### src/rtl/conv1d_layer_sequencer_if.sv
// Control and datapath-facing signals of the 1-D convolution layer sequencer.
// Widths are derived from the layer shape, so the sequencer and its environment always agree.
interface conv1d_layer_sequencer_if #(
   parameter int ADDR_WIDTH   = 16,
   parameter int KERNEL_SIZE  = 3,
   parameter int INPUT_LENGTH = 8,
   parameter int NUM_FILTERS  = 2
);
   localparam int OUT_LENGTH = INPUT_LENGTH - KERNEL_SIZE + 1;
   localparam int FILT_W     = (NUM_FILTERS > 1) ? $clog2(NUM_FILTERS) : 1;
   localparam int POS_W      = (OUT_LENGTH > 1) ? $clog2(OUT_LENGTH) : 1;

   logic                  start_i;
   logic                  abort_i;
   logic [ADDR_WIDTH-1:0] input_addr_o;
   logic [ADDR_WIDTH-1:0] weight_addr_o;
   logic                  mac_en_o;
   logic                  acc_clr_o;
   logic                  valid_o;
   logic                  ready_i;
   logic [FILT_W-1:0]     out_filter_o;
   logic [POS_W-1:0]      out_pos_o;
   logic                  busy_o;
   logic                  done_o;

   modport master (
      input  start_i, abort_i, ready_i,
      output input_addr_o, weight_addr_o, mac_en_o, acc_clr_o, valid_o,
             out_filter_o, out_pos_o, busy_o, done_o
   );

   modport slave (
      output start_i, abort_i, ready_i,
      input  input_addr_o, weight_addr_o, mac_en_o, acc_clr_o, valid_o,
             out_filter_o, out_pos_o, busy_o, done_o
   );
endinterface

### src/rtl/conv1d_layer_sequencer.sv
// Sequences one 1-D convolution layer: walks filters, output positions and kernel taps over a
// shared MAC datapath, then hands each accumulated result downstream with valid/ready.
module conv1d_layer_sequencer #(
   parameter int ADDR_WIDTH   = 16,
   parameter int KERNEL_SIZE  = 3,
   parameter int INPUT_LENGTH = 8,
   parameter int NUM_FILTERS  = 2
) (
   input  logic                     clk_i,
   input  logic                     reset_n_i,
   conv1d_layer_sequencer_if.master bus
);
   localparam int     OUT_LENGTH = INPUT_LENGTH - KERNEL_SIZE + 1;
   localparam int     TAP_W      = (KERNEL_SIZE > 1) ? $clog2(KERNEL_SIZE) : 1;
   localparam int     POS_W      = (OUT_LENGTH > 1) ? $clog2(OUT_LENGTH) : 1;
   localparam int     FILT_W     = (NUM_FILTERS > 1) ? $clog2(NUM_FILTERS) : 1;
   localparam longint MAX_IN_ADDR = longint'(INPUT_LENGTH) - 1;
   localparam longint MAX_WT_ADDR = longint'(NUM_FILTERS) * longint'(KERNEL_SIZE) - 1;
   localparam longint ADDR_SPAN   = longint'(1) << ADDR_WIDTH;

   generate
      if (KERNEL_SIZE < 1 || NUM_FILTERS < 1 || INPUT_LENGTH < KERNEL_SIZE) begin : g_bad_shape
         $error("conv1d_layer_sequencer: illegal layer shape");
      end
      if (MAX_IN_ADDR >= ADDR_SPAN || MAX_WT_ADDR >= ADDR_SPAN) begin : g_bad_addr
         $error("conv1d_layer_sequencer: ADDR_WIDTH too narrow for buffer addresses");
      end
   endgenerate

   typedef enum logic [1:0] {S_IDLE, S_MAC, S_OUT} state_t;

   state_t              r_state, w_state_nxt;
   logic [TAP_W-1:0]    r_tap, w_tap_nxt;
   logic [POS_W-1:0]    r_pos, w_pos_nxt;
   logic [FILT_W-1:0]   r_filt, w_filt_nxt;
   logic                r_done, w_done_nxt;

   logic                w_tap_last, w_pos_last, w_filt_last;
   logic                w_mac_en, w_acc_clr, w_valid, w_busy;
   logic [ADDR_WIDTH-1:0] w_input_addr, w_weight_addr;
   logic [FILT_W-1:0]   w_out_filter;
   logic [POS_W-1:0]    w_out_pos;

   assign w_tap_last  = (r_tap  == TAP_W'(KERNEL_SIZE - 1));
   assign w_pos_last  = (r_pos  == POS_W'(OUT_LENGTH - 1));
   assign w_filt_last = (r_filt == FILT_W'(NUM_FILTERS - 1));

   // NOTE: every register uses non-blocking assignment so all of them sample pre-edge values.
   always_ff @(posedge clk_i or negedge reset_n_i) begin
      if (!reset_n_i) begin
         r_state <= S_IDLE;
         r_tap   <= '0;
         r_pos   <= '0;
         r_filt  <= '0;
         r_done  <= 1'b0;
      end else begin
         r_state <= w_state_nxt;
         r_tap   <= w_tap_nxt;
         r_pos   <= w_pos_nxt;
         r_filt  <= w_filt_nxt;
         r_done  <= w_done_nxt;
      end
   end

   // NOTE: every output of this block gets a default first, so no path through the case infers a latch.
   always_comb begin
      w_state_nxt   = r_state;
      w_tap_nxt     = r_tap;
      w_pos_nxt     = r_pos;
      w_filt_nxt    = r_filt;
      w_done_nxt    = 1'b0;
      w_mac_en      = 1'b0;
      w_acc_clr     = 1'b0;
      w_valid       = 1'b0;
      w_out_filter  = '0;
      w_out_pos     = '0;
      w_busy        = (r_state != S_IDLE);
      w_input_addr  = '0;
      w_weight_addr = '0;

      if (w_busy) begin
         w_input_addr  = ADDR_WIDTH'(r_pos) + ADDR_WIDTH'(r_tap);
         w_weight_addr = ADDR_WIDTH'(r_filt) * ADDR_WIDTH'(KERNEL_SIZE) + ADDR_WIDTH'(r_tap);
      end

      case (r_state)
         S_IDLE: begin
            if (bus.start_i) begin
               w_state_nxt = S_MAC;
               w_tap_nxt   = '0;
               w_pos_nxt   = '0;
               w_filt_nxt  = '0;
            end
         end
         S_MAC: begin
            w_mac_en  = 1'b1;
            w_acc_clr = (r_tap == '0);
            if (w_tap_last) begin
               w_tap_nxt   = '0;
               w_state_nxt = S_OUT;
            end else begin
               w_tap_nxt = r_tap + 1'b1;
            end
         end
         S_OUT: begin
            w_valid      = 1'b1;
            w_out_filter = r_filt;
            w_out_pos    = r_pos;
            if (bus.ready_i) begin
               if (w_pos_last && w_filt_last) begin
                  w_state_nxt = S_IDLE;
                  w_pos_nxt   = '0;
                  w_filt_nxt  = '0;
                  w_done_nxt  = 1'b1;
               end else begin
                  w_state_nxt = S_MAC;
                  if (w_pos_last) begin
                     w_pos_nxt  = '0;
                     w_filt_nxt = r_filt + 1'b1;
                  end else begin
                     w_pos_nxt = r_pos + 1'b1;
                  end
               end
            end
         end
         default: w_state_nxt = S_IDLE;
      endcase

      // Abort overrides whatever the walk decided, including a final-result done.
      if (bus.abort_i) begin
         w_state_nxt = S_IDLE;
         w_tap_nxt   = '0;
         w_pos_nxt   = '0;
         w_filt_nxt  = '0;
         w_done_nxt  = 1'b0;
      end
   end

   assign bus.mac_en_o      = w_mac_en;
   assign bus.acc_clr_o     = w_acc_clr;
   assign bus.valid_o       = w_valid;
   assign bus.out_filter_o  = w_out_filter;
   assign bus.out_pos_o     = w_out_pos;
   assign bus.busy_o        = w_busy;
   assign bus.input_addr_o  = w_input_addr;
   assign bus.weight_addr_o = w_weight_addr;
   assign bus.done_o        = r_done;
endmodule

### src/flat_wrapper.sv
// flat-port wrapper written by rule: the top's interface ports become plain ports
module conv1d_layer_sequencer_flat 
#(
   parameter int ADDR_WIDTH   = 16,
   parameter int KERNEL_SIZE  = 3,
   parameter int INPUT_LENGTH = 8,
   parameter int NUM_FILTERS  = 2
)
  (clk_i, reset_n_i, bus_start_i, bus_abort_i, bus_ready_i, bus_input_addr_o, bus_weight_addr_o, bus_mac_en_o, bus_acc_clr_o, bus_valid_o, bus_out_filter_o, bus_out_pos_o, bus_busy_o, bus_done_o);
  conv1d_layer_sequencer_if #(.ADDR_WIDTH(ADDR_WIDTH), .KERNEL_SIZE(KERNEL_SIZE), .INPUT_LENGTH(INPUT_LENGTH), .NUM_FILTERS(NUM_FILTERS)) bus_i ();
  input  logic clk_i;
  input  logic reset_n_i;
  input wire logic [$bits(bus_i.start_i)-1:0] bus_start_i;
  input wire logic [$bits(bus_i.abort_i)-1:0] bus_abort_i;
  input wire logic [$bits(bus_i.ready_i)-1:0] bus_ready_i;
  output wire logic [$bits(bus_i.input_addr_o)-1:0] bus_input_addr_o;
  output wire logic [$bits(bus_i.weight_addr_o)-1:0] bus_weight_addr_o;
  output wire logic [$bits(bus_i.mac_en_o)-1:0] bus_mac_en_o;
  output wire logic [$bits(bus_i.acc_clr_o)-1:0] bus_acc_clr_o;
  output wire logic [$bits(bus_i.valid_o)-1:0] bus_valid_o;
  output wire logic [$bits(bus_i.out_filter_o)-1:0] bus_out_filter_o;
  output wire logic [$bits(bus_i.out_pos_o)-1:0] bus_out_pos_o;
  output wire logic [$bits(bus_i.busy_o)-1:0] bus_busy_o;
  output wire logic [$bits(bus_i.done_o)-1:0] bus_done_o;
  assign bus_i.start_i = bus_start_i;
  assign bus_i.abort_i = bus_abort_i;
  assign bus_i.ready_i = bus_ready_i;
  assign bus_input_addr_o = bus_i.input_addr_o;
  assign bus_weight_addr_o = bus_i.weight_addr_o;
  assign bus_mac_en_o = bus_i.mac_en_o;
  assign bus_acc_clr_o = bus_i.acc_clr_o;
  assign bus_valid_o = bus_i.valid_o;
  assign bus_out_filter_o = bus_i.out_filter_o;
  assign bus_out_pos_o = bus_i.out_pos_o;
  assign bus_busy_o = bus_i.busy_o;
  assign bus_done_o = bus_i.done_o;
  conv1d_layer_sequencer #(.ADDR_WIDTH(ADDR_WIDTH), .KERNEL_SIZE(KERNEL_SIZE), .INPUT_LENGTH(INPUT_LENGTH), .NUM_FILTERS(NUM_FILTERS)) u_core (.clk_i(clk_i), .reset_n_i(reset_n_i), .bus(bus_i));
endmodule
### config.mk
export PLATFORM = sky130hd
export DESIGN_NAME = conv1d_layer_sequencer_flat
export DESIGN_NICKNAME = d
export VERILOG_FILES = /design/src/rtl/conv1d_layer_sequencer_if.sv /design/src/rtl/conv1d_layer_sequencer.sv /design/src/flat_wrapper.sv
export SDC_FILE = /design/constraint.sdc
export NUM_CORES = 1
export LEC_CHECK = 0
export CAP_MARGIN = 40
export CORE_MARGIN = 5
export CORE_UTILIZATION = 41
export DETAILED_ROUTE_END_ITERATION = 8
export GPL_ROUTABILITY_DRIVEN = 1
export PLACE_DENSITY = 0.95
export RECOVER_POWER = 50
export SLEW_MARGIN = 20
export SYNTH_ARGS = -nofsm -noshare
export SYNTH_HDL_FRONTEND = slang
export SYNTH_SLANG_ARGS = --single-unit
export TNS_END_PERCENT = 50
### constraint.sdc
create_clock -name clk_i -period 4.2 [get_ports clk_i]
set_input_delay 0.63 -clock clk_i [delete_from_list [all_inputs] [get_ports clk_i]]
set_output_delay 0.63 -clock clk_i [all_outputs]
set_load 0.01 [all_outputs]
* Yosys cells after proc, flatten, opt, wreduce, memory -nomap -nowiden *
Index checks and enable logic that the tools add are counted.

word-level totals
  flip-flop bits (word level) = 9
  bits of input ports = 5
  output and inout bits = 41
  logic and storage cells = 62

cells by class
  add/sub/neg operators = 5
  multiply operators = 1
  eq/ne operators = 8
  multiplexer cells = 33
  reduce and logical (&&, ||, !) cells = 10

operators by type and width
  cell                                                                     number
  3-bit 2-to-1 mux                                                         6
  1-bit 2-to-1 mux                                                         14
  2-bit 2-to-1 mux                                                         7
  3-bit by 2-bit adder with 4-bit output                                   2
  4-bit 2-to-1 mux                                                         2
  3-bit inequality test, second input constant                             2
  2-bit case mux with 3 select lines                                       1
  3-bit case mux with 2 select lines                                       1
  3-bit AND reduction                                                      2
  3-bit nonzero test                                                       2
  2-bit == test, second input constant                                     2
  2-bit logical NOT                                                        2
  4-bit by 2-bit inequality test with 1-bit output, second input constant  1
  2-bit case mux with 2 select lines                                       1
  4-bit AND reduction                                                      1
  3-bit by 1-bit adder with 3-bit output, second input constant            1
  3-bit == test, second input constant                                     1
  1-bit by 2-bit multiplier with 3-bit output, second input constant       1
  3-bit by 2-bit inequality test with 1-bit output, second input constant  1
  2-bit by 1-bit adder with 2-bit output, second input constant            1
  2-bit by 1-bit == test with 1-bit output, second input constant          1
  1-bit case mux with 2 select lines                                       1
  2-bit AND reduction                                                      1
  2-bit nonzero test                                                       1
  2 further kinds                                                          2

* Depth between registers and ports, before layout *
  depth in word-level cells = 6
  gate-level depth with buffers = 5

* Worst setup path after synthesis *
OpenSTA, ideal clock, no wires.

  path kind = reg2out
  start point = register u_core.r_pos[0]
  end point = output port bus_input_addr_o[1]
  arrival time = 1.391 ns
  required time = 3.570 ns
  slack = 2.179 ns
  cell stages (with the launch flop) = 4
  cell sequence = dfrtp_1 ha_1 fa_1 nor2b_1

between the ends
  cells in the longest elaborated chain, start to end = 2

ends and longest elaborated chain
  item                                    RTL line                      text
  from (decl)                             conv1d_layer_sequencer.sv:34  logic [POS_W-1:0] r_pos, w_pos_nxt;
  from (signal assigned)                  conv1d_layer_sequencer.sv:59  r_pos <= w_pos_nxt;
  3-bit by 2-bit adder with 4-bit output  conv1d_layer_sequencer.sv:82  w_input_addr = ADDR_WIDTH'(r_pos) + ADDR_WIDTH'(r_tap);
  4-bit 2-to-1 mux                        conv1d_layer_sequencer.sv:81  if (w_busy) begin
  to (decl)                               flat_wrapper.sv:16            output wire logic [$bits(bus_i.input_addr_o)-1:0] bus_input_addr_o;

Every way passes these cells.

* Final worst setup path *
  start point = register u_core.r_pos[0]
  end point = output port bus_input_addr_o[2]

Same word-level chain as after synthesis.

==> reports/metrics.yaml <==
critical_path:
  cp-end-kind: "output port"
  worst_ep_arrival_time_ns: 2.20
  crit_required_ns: 3.57
  start_kind: "flop"
  path_class: "flop to output port"
  rr_worst_depth: 4
  crit_chain: "ha_1 -> fa_1 -> xnor2_1 -> nor2_1 -> clkdlybuf4s50_1"
  crit_fanout: 8
  critPathSlowestCell: "clkdlybuf4s50_1"
  crit_path_max_incr_delay_ns: 0.55
global_route:
  grt_max_degree: 11
  gr-total-overflow: 0
  grt_usage_pct: 11.84
  grt_pass1_wl_um: 2829
  first_global_vias: 596
  antenna_found_initial: 0
run:
  cap_viol_max_count: 0
floorplanning:
  dieHeight_um: 55.29
  start_util_pct: 42.86
  fp.dieArea_sq_um: 3056
  pin_count: 46
  placementRows: 16
  dieWidth_um: 55.29
  core_area_sq_um: 1962
pwr:
  seq_power_share_pct: 46.7
  p_per_area_nw_per_um2: 203.4
  vdd_drop_max_mv: 0.1239
  power_frac_comb_pct: 19.8
  p_sw_w: 0.00005949
  p_leak_nw: 0.4439
  pwr-share-clk_pct: 33.6
  p_int_w: 0.0001401
  swShare_pct: 29.81
detailed_routing:
  drt_iter0_drc: 22
  ant_nets: 0
  drt-pass1-iter-count: 4
  drc: 0
  wire_per_inst_um: 12.31
  via_count: 670
  drt_wl_total_um: 1761
  vias_per_cell: 4.685
cts:
  post_cts_resized: 0
  clkTransAtPathRegs_ns: 0.05
  postCtsHoldBufs: 0
  htree_levels: 1
  numCtsBuffers: 3
  cts_max_path_buffers: 2
  clock_sinks: 9
  cts_tree: "done"
  root_buffer: "clkbuf_4"
  insertion_delay_ns: 0.27
  post_cts_buffers: 0
synthesis:
  ys_seq_elements: 9
  syn_avg_cell_area_sq_um: 8.758
  ys_warn_count: 0
  synthTopCellsByArea: "dfrtp_1 27%, buf_4 23%, nor2b_1 5.2%"
  synth_seq_area_share_pct: 26.79
  ys_types: 32
  syn_inst: 96
  synth_top_cell_by_area: "dfrtp_1"
  synth_area_sq_um: 840.8
  synth_top_area_share_pct: 26.79
worst_hold_path:
  hp-class: "flop to flop"
  whs_path_depth: 1
sta:
  final-setup-viol-count: 0
  hold_viol_final: 0
  setup-tns-final_ns: 0
  skew_ns: 0.008211
  drv_slew: 0
  min_period_over_period_pct: 67.40
  rsz0062_at_grt: "false"
  finalCriticalPeriod_ns: 2.831
  clock.fmax_ghz: 0.3533
outcome:
  status: "complete, no violations"
placed_design:
  port_buffers: 20
  gp_congestion: 0.9116
  hpwlAfterDp_um: 1413
  place_inst: 139
layout:
  mostFrequentLayoutCells: "25 x conb_1, 16 x clkdlybuf4s50_1, 9 x dfrtp_1"
  diodes: 0
  fin_nets: 127
  area_delta_synth_final_pct: 16.67
  final_common_cell: "conb_1"
  finalNonFillerCells: 143
  drive_gt1_share_pct: 3.448
  fillerInstances: 194
critical path, delay by kind of cell, from the launching register on:
family / cells / cell delay, ns
fa+ha+maj: 2 / 0.71
buf+inv: 1 / 0.55
simple gates: 1 / 0.10
xor+xnor: 1 / 0.13
flops: 1 / 0.45
cell usage after synthesis, drive strengths merged:
cell and n:
and2 3, nand2b 3, a21oi 6, a32oi 1, a31oi 1, nand2 1, nor4bb 1, nor3 1
fa 2, nand3b 1, xnor2 1, inv 6, o21bai 1, nand3 2, nor2 7, dfrtp 9
or4 1, conb 1, nand4b 1, mux2i 1, a211oi 1, nor4b 1, nor2b 7, o32ai 2
and3b 1, a311o 1, buf 28, o21ai 2, ha 3
layout make-up:
type / instances / area, sq um / area share [%]
clock buffers: 4 / 26.28 / 2.679
inverters: 6 / 22.52 / 2.296
multi-input cells: 77 / 473.0 / 48.21
flip-flops and latches: 9 / 225.2 / 22.96
well taps: 27 / 33.78 / 3.444
repair buffers: 20 / 200.2 / 20.41
flip-flops by register name, indices dropped and copies added, names as in the netlist:
signal             cells
u_core.r_pos           3
u_core.r_state         2
u_core.r_tap           2
u_core.bus.done_o      1
u_core.r_filt          1
power by group through the flow:
| stage | logic (W) | clock network (W) | registers, W |
|---|---|---|---|
| 2_1_floorplan | 0.0000450 | 0 | 0.0000918 |
| 4_1_cts | 0.0000398 | 0.0000698 | 0.0000928 |
| 6_report | 0.0000394 | 0.0000670 | 0.0000932 |
| 3_5_place_dp | 0.0000396 | 0 | 0.0000945 |
| 5_1_grt | 0.0000438 | 0.0000760 | 0.0000934 |
| 3_3_place_gp | 0.0000388 | 0 | 0.0000942 |
worst paths after layout:
kind | endpoint | from | slack [ns]
min reg2reg | u_core.r_pos[1] | u_core.r_pos[2] | 0.59
max in group asynchronous | u_core.r_pos[1] | reset_n_i | 3.21
max | bus_input_addr_o[2] | u_core.r_pos[0] | 1.37
max reg2reg | u_core.r_pos[1] | u_core.r_state[0] | 2.72
min | u_core.r_pos[1] | u_core.r_pos[2] | 0.59
min in group asynchronous | u_core.r_filt | reset_n_i | 0.71
metrics by stage:
| stage | hold WS [ns] | instance area [sq um] | power, W | util (%) | worst slack, ns |
|---|---|---|---|---|---|
| finish | 0.5949 | 980.9 | 0.0001995 | 50.00 | 1.369 |
| global placement | 0.5617 | 954.7 | 0.0001329 | 48.66 | 1.703 |
| floorplan | 0.3344 | 930.9 | 0.0001368 | - | 2.179 |
| CTS | 0.5940 | 980.9 | 0.0002024 | 50.00 | 1.363 |
| detailed placement | 0.5914 | 954.7 | 0.0001341 | 48.66 | 1.653 |
| global route | 0.6065 | 980.9 | 0.0002132 | 50.00 | 1.270 |
cell families after synthesis:
family	Yosys count	synth area share [%]
multiplexers	1	1.191
XOR/XNOR	1	1.042
AND/OR/NAND/NOR	30	22.02
flip-flops	9	26.79
adder cells (fa/ha/maj)	5	9.227
buffers and inverters	34	27.68
AO/OA/AOI/OAI	15	11.61
other	1	0.4460
layer usage:
| metal | part of all wire (%) | global-route usage, % |
|---|---|---|
| met2 | 51 | 20.27 |
| met4 | 1.5 | 4.514 |
| met1 | 34 | 11.78 |
| met3 | 13 | 6.760 |
| met5 | 0 | 0 |
No activity file was read; power rests on OpenSTA's default activity.
